File: src/rtl/pipeline_ctrl.sv
// Pipeline sequencing controller: hazard/memory/halt inputs -> stage enables and bubbles, halt drain, perf counters.
// Latency: enables/flushes combinational in the same cycle; state, counters, err and halted registered.
// Backpressure: an outstanding data-memory access freezes every stage until it is acknowledged.
module pipeline_ctrl #(
    parameter int CNT_W        = 32,
    parameter int DRAIN_CYCLES = 4,
    parameter int MEM_TIMEOUT  = 255
) (
    input  logic             clk_i,
    input  logic             rst_ni,
    input  logic [1:0]       hazard_op_i,
    input  logic             dmem_req_i,
    input  logic             dmem_ack_i,
    input  logic             halt_req_i,
    output logic             pc_en_o,
    output logic             if_id_en_o,
    output logic             id_ex_en_o,
    output logic             ex_mem_en_o,
    output logic             mem_wb_en_o,
    output logic             if_id_flush_o,
    output logic             id_ex_flush_o,
    output logic [1:0]       state_o,
    output logic             halted_o,
    output logic             err_o,
    output logic [CNT_W-1:0] stall_cnt_o,
    output logic [CNT_W-1:0] flush_cnt_o,
    output logic [CNT_W-1:0] mem_wait_cnt_o
);

    typedef enum logic [1:0] {
        ST_RUN      = 2'd0,
        ST_MEM_WAIT = 2'd1,
        ST_DRAIN    = 2'd2,
        ST_HALTED   = 2'd3
    } state_t;

    localparam logic [3:0]       DRAIN_LAST = 4'(DRAIN_CYCLES);
    localparam logic [7:0]       WAIT_LIMIT = 8'(MEM_TIMEOUT);
    localparam logic [CNT_W-1:0] CNT_MAX    = {CNT_W{1'b1}};

    state_t           state_q, state_d;
    logic [3:0]       drain_q, drain_d, drain_inc;
    logic [7:0]       wait_q, wait_d, wait_inc;
    logic             err_q, err_d;
    logic             halted_q;
    logic [CNT_W-1:0] stall_cnt_q, flush_cnt_q, mem_wait_cnt_q;

    logic memfreeze, op_flush, op_stall, op_none, active;
    logic dec_freeze, dec_flush, dec_stall, dec_drain, dec_normal;

    always_comb begin
        memfreeze  = dmem_req_i && !dmem_ack_i;
        op_flush   = (hazard_op_i == 2'd2);
        op_stall   = hazard_op_i[0];
        op_none    = (hazard_op_i == 2'd0);
        active     = (state_q != ST_HALTED);
        dec_freeze = active && memfreeze;
        dec_flush  = active && !memfreeze && op_flush;
        dec_stall  = active && !memfreeze && op_stall;
        // Outside a stall/flush, DRAIN keeps the back end moving but feeds bubbles into IF/ID.
        dec_drain  = (state_q == ST_DRAIN) && !memfreeze && op_none;
        dec_normal = active && (state_q != ST_DRAIN) && !memfreeze && op_none;
    end

    always_comb begin
        pc_en_o       = rst_ni && (dec_flush || dec_normal);
        if_id_en_o    = rst_ni && (dec_flush || dec_normal || dec_drain);
        id_ex_en_o    = rst_ni && active && !memfreeze;
        ex_mem_en_o   = rst_ni && active && !memfreeze;
        mem_wb_en_o   = rst_ni && active && !memfreeze;
        if_id_flush_o = rst_ni && (dec_flush || dec_drain);
        id_ex_flush_o = rst_ni && (dec_flush || dec_stall);
    end

    always_comb begin
        state_d   = state_q;
        drain_d   = drain_q;
        wait_d    = wait_q;
        err_d     = err_q;
        drain_inc = drain_q + 4'd1;
        wait_inc  = wait_q + 8'd1;
        case (state_q)
            ST_RUN: begin
                wait_d = 8'd0;
                if (memfreeze) begin
                    state_d = ST_MEM_WAIT;
                end else if (halt_req_i && op_none) begin
                    state_d = ST_DRAIN;
                    drain_d = 4'd0;
                end
            end
            ST_MEM_WAIT: begin
                if (memfreeze) begin
                    wait_d = wait_inc;
                    if (wait_inc >= WAIT_LIMIT) begin
                        err_d   = 1'b1;
                        state_d = ST_HALTED;
                    end
                end else begin
                    wait_d  = 8'd0;
                    state_d = ST_RUN;
                end
            end
            ST_DRAIN: begin
                if (memfreeze) begin
                    wait_d = wait_inc;
                    if (wait_inc >= WAIT_LIMIT) begin
                        err_d   = 1'b1;
                        state_d = ST_HALTED;
                    end
                end else begin
                    if (dmem_ack_i) begin
                        wait_d = 8'd0;
                    end
                    // A taken older branch means the halt sat on the wrong path.
                    if (op_flush) begin
                        wait_d  = 8'd0;
                        state_d = ST_RUN;
                    end else if (!op_stall) begin
                        drain_d = drain_inc;
                        if (drain_inc == DRAIN_LAST) begin
                            state_d = ST_HALTED;
                        end
                    end
                end
            end
            ST_HALTED: begin
                state_d = ST_HALTED;
            end
            default: begin
                state_d = ST_RUN;
            end
        endcase
    end

    always_ff @(posedge clk_i or negedge rst_ni) begin
        if (!rst_ni) begin
            state_q  <= ST_RUN;
            drain_q  <= 4'd0;
            wait_q   <= 8'd0;
            err_q    <= 1'b0;
            halted_q <= 1'b0;
        end else begin
            state_q  <= state_d;
            drain_q  <= drain_d;
            wait_q   <= wait_d;
            err_q    <= err_d;
            halted_q <= (state_d == ST_HALTED);
        end
    end

    always_ff @(posedge clk_i or negedge rst_ni) begin
        if (!rst_ni) begin
            stall_cnt_q    <= '0;
            flush_cnt_q    <= '0;
            mem_wait_cnt_q <= '0;
        end else begin
            if (dec_stall && (stall_cnt_q != CNT_MAX)) begin
                stall_cnt_q <= stall_cnt_q + 1'b1;
            end
            if (dec_flush && (flush_cnt_q != CNT_MAX)) begin
                flush_cnt_q <= flush_cnt_q + 1'b1;
            end
            if (dec_freeze && (mem_wait_cnt_q != CNT_MAX)) begin
                mem_wait_cnt_q <= mem_wait_cnt_q + 1'b1;
            end
        end
    end

    assign state_o        = state_q;
    assign halted_o       = halted_q;
    assign err_o          = err_q;
    assign stall_cnt_o    = stall_cnt_q;
    assign flush_cnt_o    = flush_cnt_q;
    assign mem_wait_cnt_o = mem_wait_cnt_q;

endmodule

File: config.mk
export PLATFORM = sky130hd
export DESIGN_NAME = pipeline_ctrl
export DESIGN_NICKNAME = d
export VERILOG_FILES = /design/src/rtl/pipeline_ctrl.sv
export SDC_FILE = /design/constraint.sdc
export NUM_CORES = 1
export LEC_CHECK = 0
export CAP_MARGIN = 20
export CORE_UTILIZATION = 25
export DETAILED_ROUTE_END_ITERATION = 10
export PLACE_DENSITY = 0.5
export SYNTH_ARGS = -nofsm -noshare
export SYNTH_HDL_FRONTEND = slang
export SYNTH_SLANG_ARGS = --single-unit
File: constraint.sdc
create_clock -name clk_i -period 2.57 [get_ports clk_i]
set_input_delay 0.3855 -clock clk_i [delete_from_list [all_inputs] [get_ports clk_i]]
set_output_delay 0.3855 -clock clk_i [all_outputs]
set_load 0.05 [all_outputs]
# After elaboration in Yosys (flattened, before gate mapping)
# Cells that the tools add are included.
# word_totals
register_bits	112
latchBits	0
ram_bits	0
romBits	0
output_inout_bits	107
word_cells	85
mem_count	0
# classes
addsub	5
mul	0
div	0
n_lt_le_gt_ge	1
n_eq_ne	17
shift	0
mux	20
n_bitwise	0
reduce_logical	34
# ops
cell	count
adder 32 x 1 -> 32 bit, second input constant	3
inequality test 32 bit, second input constant	3
2-to-1 mux 8 bit	4
one-hot mux 8 bit (3 select lines)	1
logical AND 1 bit	20
2-to-1 mux 4 bit	5
2-to-1 mux 2 bit	8
inequality test 2 bit, second input constant	7
adder 8 x 1 -> 8 bit, second input constant	1
equality test 2 bit, second input constant	4
>= comparator 8 bit, second input constant	1
one-hot mux 2 bit (4 select lines)	1
one-hot mux 4 bit (2 select lines)	1
AND reduction 6 bit	1
adder 4 x 1 -> 4 bit, second input constant	1
equality test 4 x 3 -> 1 bit, second input constant	1
zero test 2 bit	2
logical OR 1 bit	4
inequality test 4 bit, second input constant	1
AND reduction 3 bit	1
nonzero test 3 bit	1
equality test 2 x 1 -> 1 bit, second input constant	1
zero test 1 bit	2
AND reduction 2 bit	1
2 further kinds	2

# Longest topological paths before layout
# logic_depth
depth_word	8
ltp_mapped	8

# Worst setup path before layout
# OpenSTA, ideal clock, no wires.
# synth_timing
kind	register -> output
start	register state_q[0], in the netlist state_o[0]
end	output port pc_en_o
t_arrival_ps	2543
required_time_ps	2184
setup_slack_ps	-359
path_stages_with_launch	6
n_path_buf	1
path_cell_list	dfrtp_1 inv_1 ha_1 clkbuf_1 nand2b_1 nor3b_1
# synth_via
elab_chain_len	6
word_cells_on_any_way	9
classes_between	2 x eq/ne; 7 x reduce/logical
# synth_lines
element	line	rtl
start, declared	41	state_t state_q, state_d;
start signal, assigned	144	state_q <= state_d;
inequality test 2 bit (on tied branches)	56, 62	
logical AND 1 bit (3 in series)	62	dec_normal = active && (state_q != ST_DRAIN) && !memfreeze && op_none;
logical OR 1 bit (*)	66	pc_en_o = rst_ni && (dec_flush || dec_normal);
logical AND 1 bit (*)	66	
end, declared	15	output logic pc_en_o,
# Every way passes the cells marked *; elsewhere a longest branch is shown, timed or not.

# Worst setup path after layout
# layout_timing
start	register state_q[1], in the netlist state_o[1]
end	output port mem_wb_en_o
# layout_via
elab_chain_len	3
# layout_lines
element	line	rtl
inequality test 2 bit	56	active = (state_q != ST_HALTED);
logical AND 1 bit (2 in series)	70	mem_wb_en_o = rst_ni && active && !memfreeze;
end, declared	19	output logic mem_wb_en_o,
# Every way passes these cells.

==> qor.json <==
{
  "cts_root_buf": "clkbuf_16",
  "fin_crit_ps": 2400,
  "synth-async-reset-ratio_pct": 100,
  "synthTopCellsByArea": "dfrtp_1 (49%), xnor2_1 (9.9%), xor2_1 (4.4%)",
  "initial_core_util_pct": 25.5,
  "route.antenna.remaining_nets": 0,
  "floorplan.die.width_um": 154,
  "clockBufferDepth": 2,
  "total_routing_resource_utilization_after_global_routing_pct": 13.0,
  "cp-start-kind": "register",
  "postSynthAreaPerCell_sq_um": 9.97,
  "timing.final.crit_share_pct": 93.5,
  "antenna-diode-count": 0,
  "timing.critical_path.fanout_max": 9,
  "worstSkewPairLatency_ps": 360,
  "critPathSlowestCell": "dfrtp_1",
  "post_drt_via_cell_ratio": 4.73,
  "synth_top_area_share_pct": 48.6,
  "ir_worst_vdd_v": 0.000251,
  "tritoncts": "built",
  "remaining_drc_errors": 0,
  "ys.flop_type": "dfrtp_1",
  "holdWs_ps": 195,
  "timing.setup.tns_ps": 0,
  "detail_route.first_pass.iterations": 4,
  "gpl.final_weighted_congestion": 0.787,
  "yosys_warnings": 0,
  "number_of_buffers_added_for_setup_after_cts": 0,
  "register_cell_area_after_layout_sq_mm": 0.00280,
  "synth_enable_flop_cells": 0,
  "worst_setup_path_end_kind": "output port",
  "die_height_um": 154,
  "cts.sink_count": 112,
  "path_common_cell": "inv_1",
  "synth_largest_area_cell": "dfrtp_1",
  "yosys_register_bits": 112,
  "worstMarginPinSlew_ps": 783,
  "overflow": 0,
  "cts_made_buffers": 9,
  "classification_of_the_worst_setup_path": "register to output port",
  "detailedPlacementHpwl_um": 11000,
  "grt_start_max_net_pins": 60,
  "post_synth_num_cell_types": 50,
  "sequential_area_share_after_synthesis_pct": 48.6,
  "share_of_post_route_cells_with_drive_strength_above_1_pct": 8.81,
  "drt-initial-drc-count": 177,
  "synth.cell_area_sq_mm": 0.00576,
  "cts.hold.buffers_added": 0,
  "crit_path_start": "state_o[1]$_DFF_PN0_",
  "power_density_mw_per_mm2": 643,
  "cp_cell_sequence": "ha_1 > inv_1 > nand3_1 > inv_1 > buf_12",
  "fp-row-count": 55,
  "nFillCells": 2297,
  "cp_slowest_stage_delay_ps": 460,
  "postSynthCellCount": 578,
  "layout-area-overhead-vs-synth_pct": 33.4,
  "hp-class": "input pin to async pin",
  "grt_pass1_vias": 4528,
  "h-tree-depth": 3,
  "postRouteWirelength_um": 14800,
  "most_numerous_cell_types_in_the_synthesized_netlist": "dfrtp_1 (112), xnor2_1 (65), nand2_1 (62), nand3_1 (47), nand4_1 (40)",
  "report.final.hold_viol_count": 0,
  "antenna_violations_before_repair": 0,
  "post-synth-top-count-cell": "dfrtp_1",
  "cp.arrival_ps": 2020,
  "required_time_worst_endpoint_ps": 2180,
  "worst_slew_margin_rel_pct": 47.8,
  "core_region_area_sq_mm": 0.0226,
  "clk_transition_reported_paths_ps": 80,
  "port-buffer-count": 113,
  "design.die.area_sq_mm": 0.0237,
  "postCtsResizedCells": 0,
  "leakage_nw": 3.17,
  "num-nets-final": 731,
  "fmaxAchievable_mhz": 416,
  "wire_length_of_the_first_global_routing_pass_um": 24600,
  "max-cap-violations": 0,
  "multi_input_area_sq_mm": 0.00283,
  "dr_total_vias": 4728,
  "grt_setup_unrepaired": "no",
  "outcome": "complete, no violations",
  "synth.net_count": 598,
  "final_skew_ps": 11.9,
  "slew_viol_final": 0,
  "io-pin-count": 114,
  "timing.rr.start": "stall_cnt_o[9]$_DFFE_PN0P_",
  "setup_violations": 0,
  "post_drt_wl_per_cell_um": 14.8
}
cell usage in the layout, fill, tap and decap left out, types with 9 or more instances in the layout:
cell type        instances
nor2_1                  32
clkdlybuf4s50_1        105
xnor2_1                 65
ha_1                    13
o21ai_0                 14
nor3_1                  20
dfrtp_1                112
buf_4                   28
clkbuf_16                9
nand3_1                 47
xor2_1                  29
nor4_1                  20
nand4_1                 40
nand2_1                 62
inv_1                   15
and3_1                  15
stage by stage:
step / util [%] / worst slack [ps] / power (mW) / std cells / area, sq um
4_1_cts: 34.0 / 98.1 / 5.02 / 1000 / 7690
3_3_place_gp: 32.7 / 117 / 3.61 / 985 / 7410
3_5_place_dp: 32.7 / 105 / 3.62 / 985 / 7410
2_1_floorplan: - / 98.0 / 3.03 / 578 / 5770
5_1_grt: 34.0 / 10.8 / 5.20 / 1000 / 7690
6_report: 34.0 / 166 / 4.94 / 1000 / 7690
state kept, by name, indices dropped and copies added, names as in the netlist:
| name | cells |
|---|---|
| wait_q | 8 |
| stall_cnt_o | 32 |
| halted_o | 1 |
| state_o | 2 |
| drain_q | 4 |
| err_o | 1 |
| flush_cnt_o | 32 |
| mem_wait_cnt_o | 32 |
where the power goes:
| group | leakage, nW | internal (mW) | switching, mW |
|---|---|---|---|
| clock network | 0.137 | 0.691 | 0.678 |
| registers | 1.51 | 1.91 | 0.209 |
| logic | 1.52 | 0.515 | 0.935 |
per-layer routing:
layer / track usage (%) / share of wire (%)
met1: 18.0 / 49
met2: 20.7 / 47
met3: 2.42 / 3.4
met4: 3.71 / 1.1
met5: 0 / 0
critical path, delay by kind of cell, from the launching register on:
kind	cells	cell delay, ps
buffers and inverters	3	560
flip-flops	1	460
AND/OR/NAND/NOR	1	190
adder cells (fa/ha/maj)	1	440
worst paths after layout:
path,end,slack [ps],depth (start not counted)
setup / recovery,mem_wb_en_o,170,5
hold / removal,stall_cnt_o[3]$_DFFE_PN0P_,190,2
setup reg to reg,stall_cnt_o[21]$_DFFE_PN0P_,270,5
hold reg to reg,err_o$_DFFE_PN0P_,490,1
max in group asynchronous,flush_cnt_o[18]$_DFFE_PN0P_,1820,2
min in group clk_i,err_o$_DFFE_PN0P_,490,1
area by class of cell:
cell class / count / area share (%)
Inverter: 15 / 0.732
Timing Repair Buffer: 138 / 17.7
Clock inverter: 5 / 0.537
Multi-Input combinational cell: 435 / 36.8
Clock buffer: 10 / 3.11
Tap cell: 285 / 4.64
Sequential cell: 112 / 36.4
logic make-up (layout without fill, tap and decap cells):
| logic type | Yosys count | count (layout) | synth area share (%) |
|---|---|---|---|
| adders and majority gates | 13 | 13 | 2.82 |
| DFF | 112 | 112 | 48.6 |
| and+or+nand+nor | 284 | 284 | 26.3 |
| buffers and inverters | 31 | 168 | 2.32 |
| AOI/OAI and AO/OA | 39 | 39 | 4.73 |
| xor gates and xnor gates | 94 | 94 | 14.3 |
| muxes | 5 | 5 | 0.955 |
Note: power is estimated with default switching activity, not from simulation.
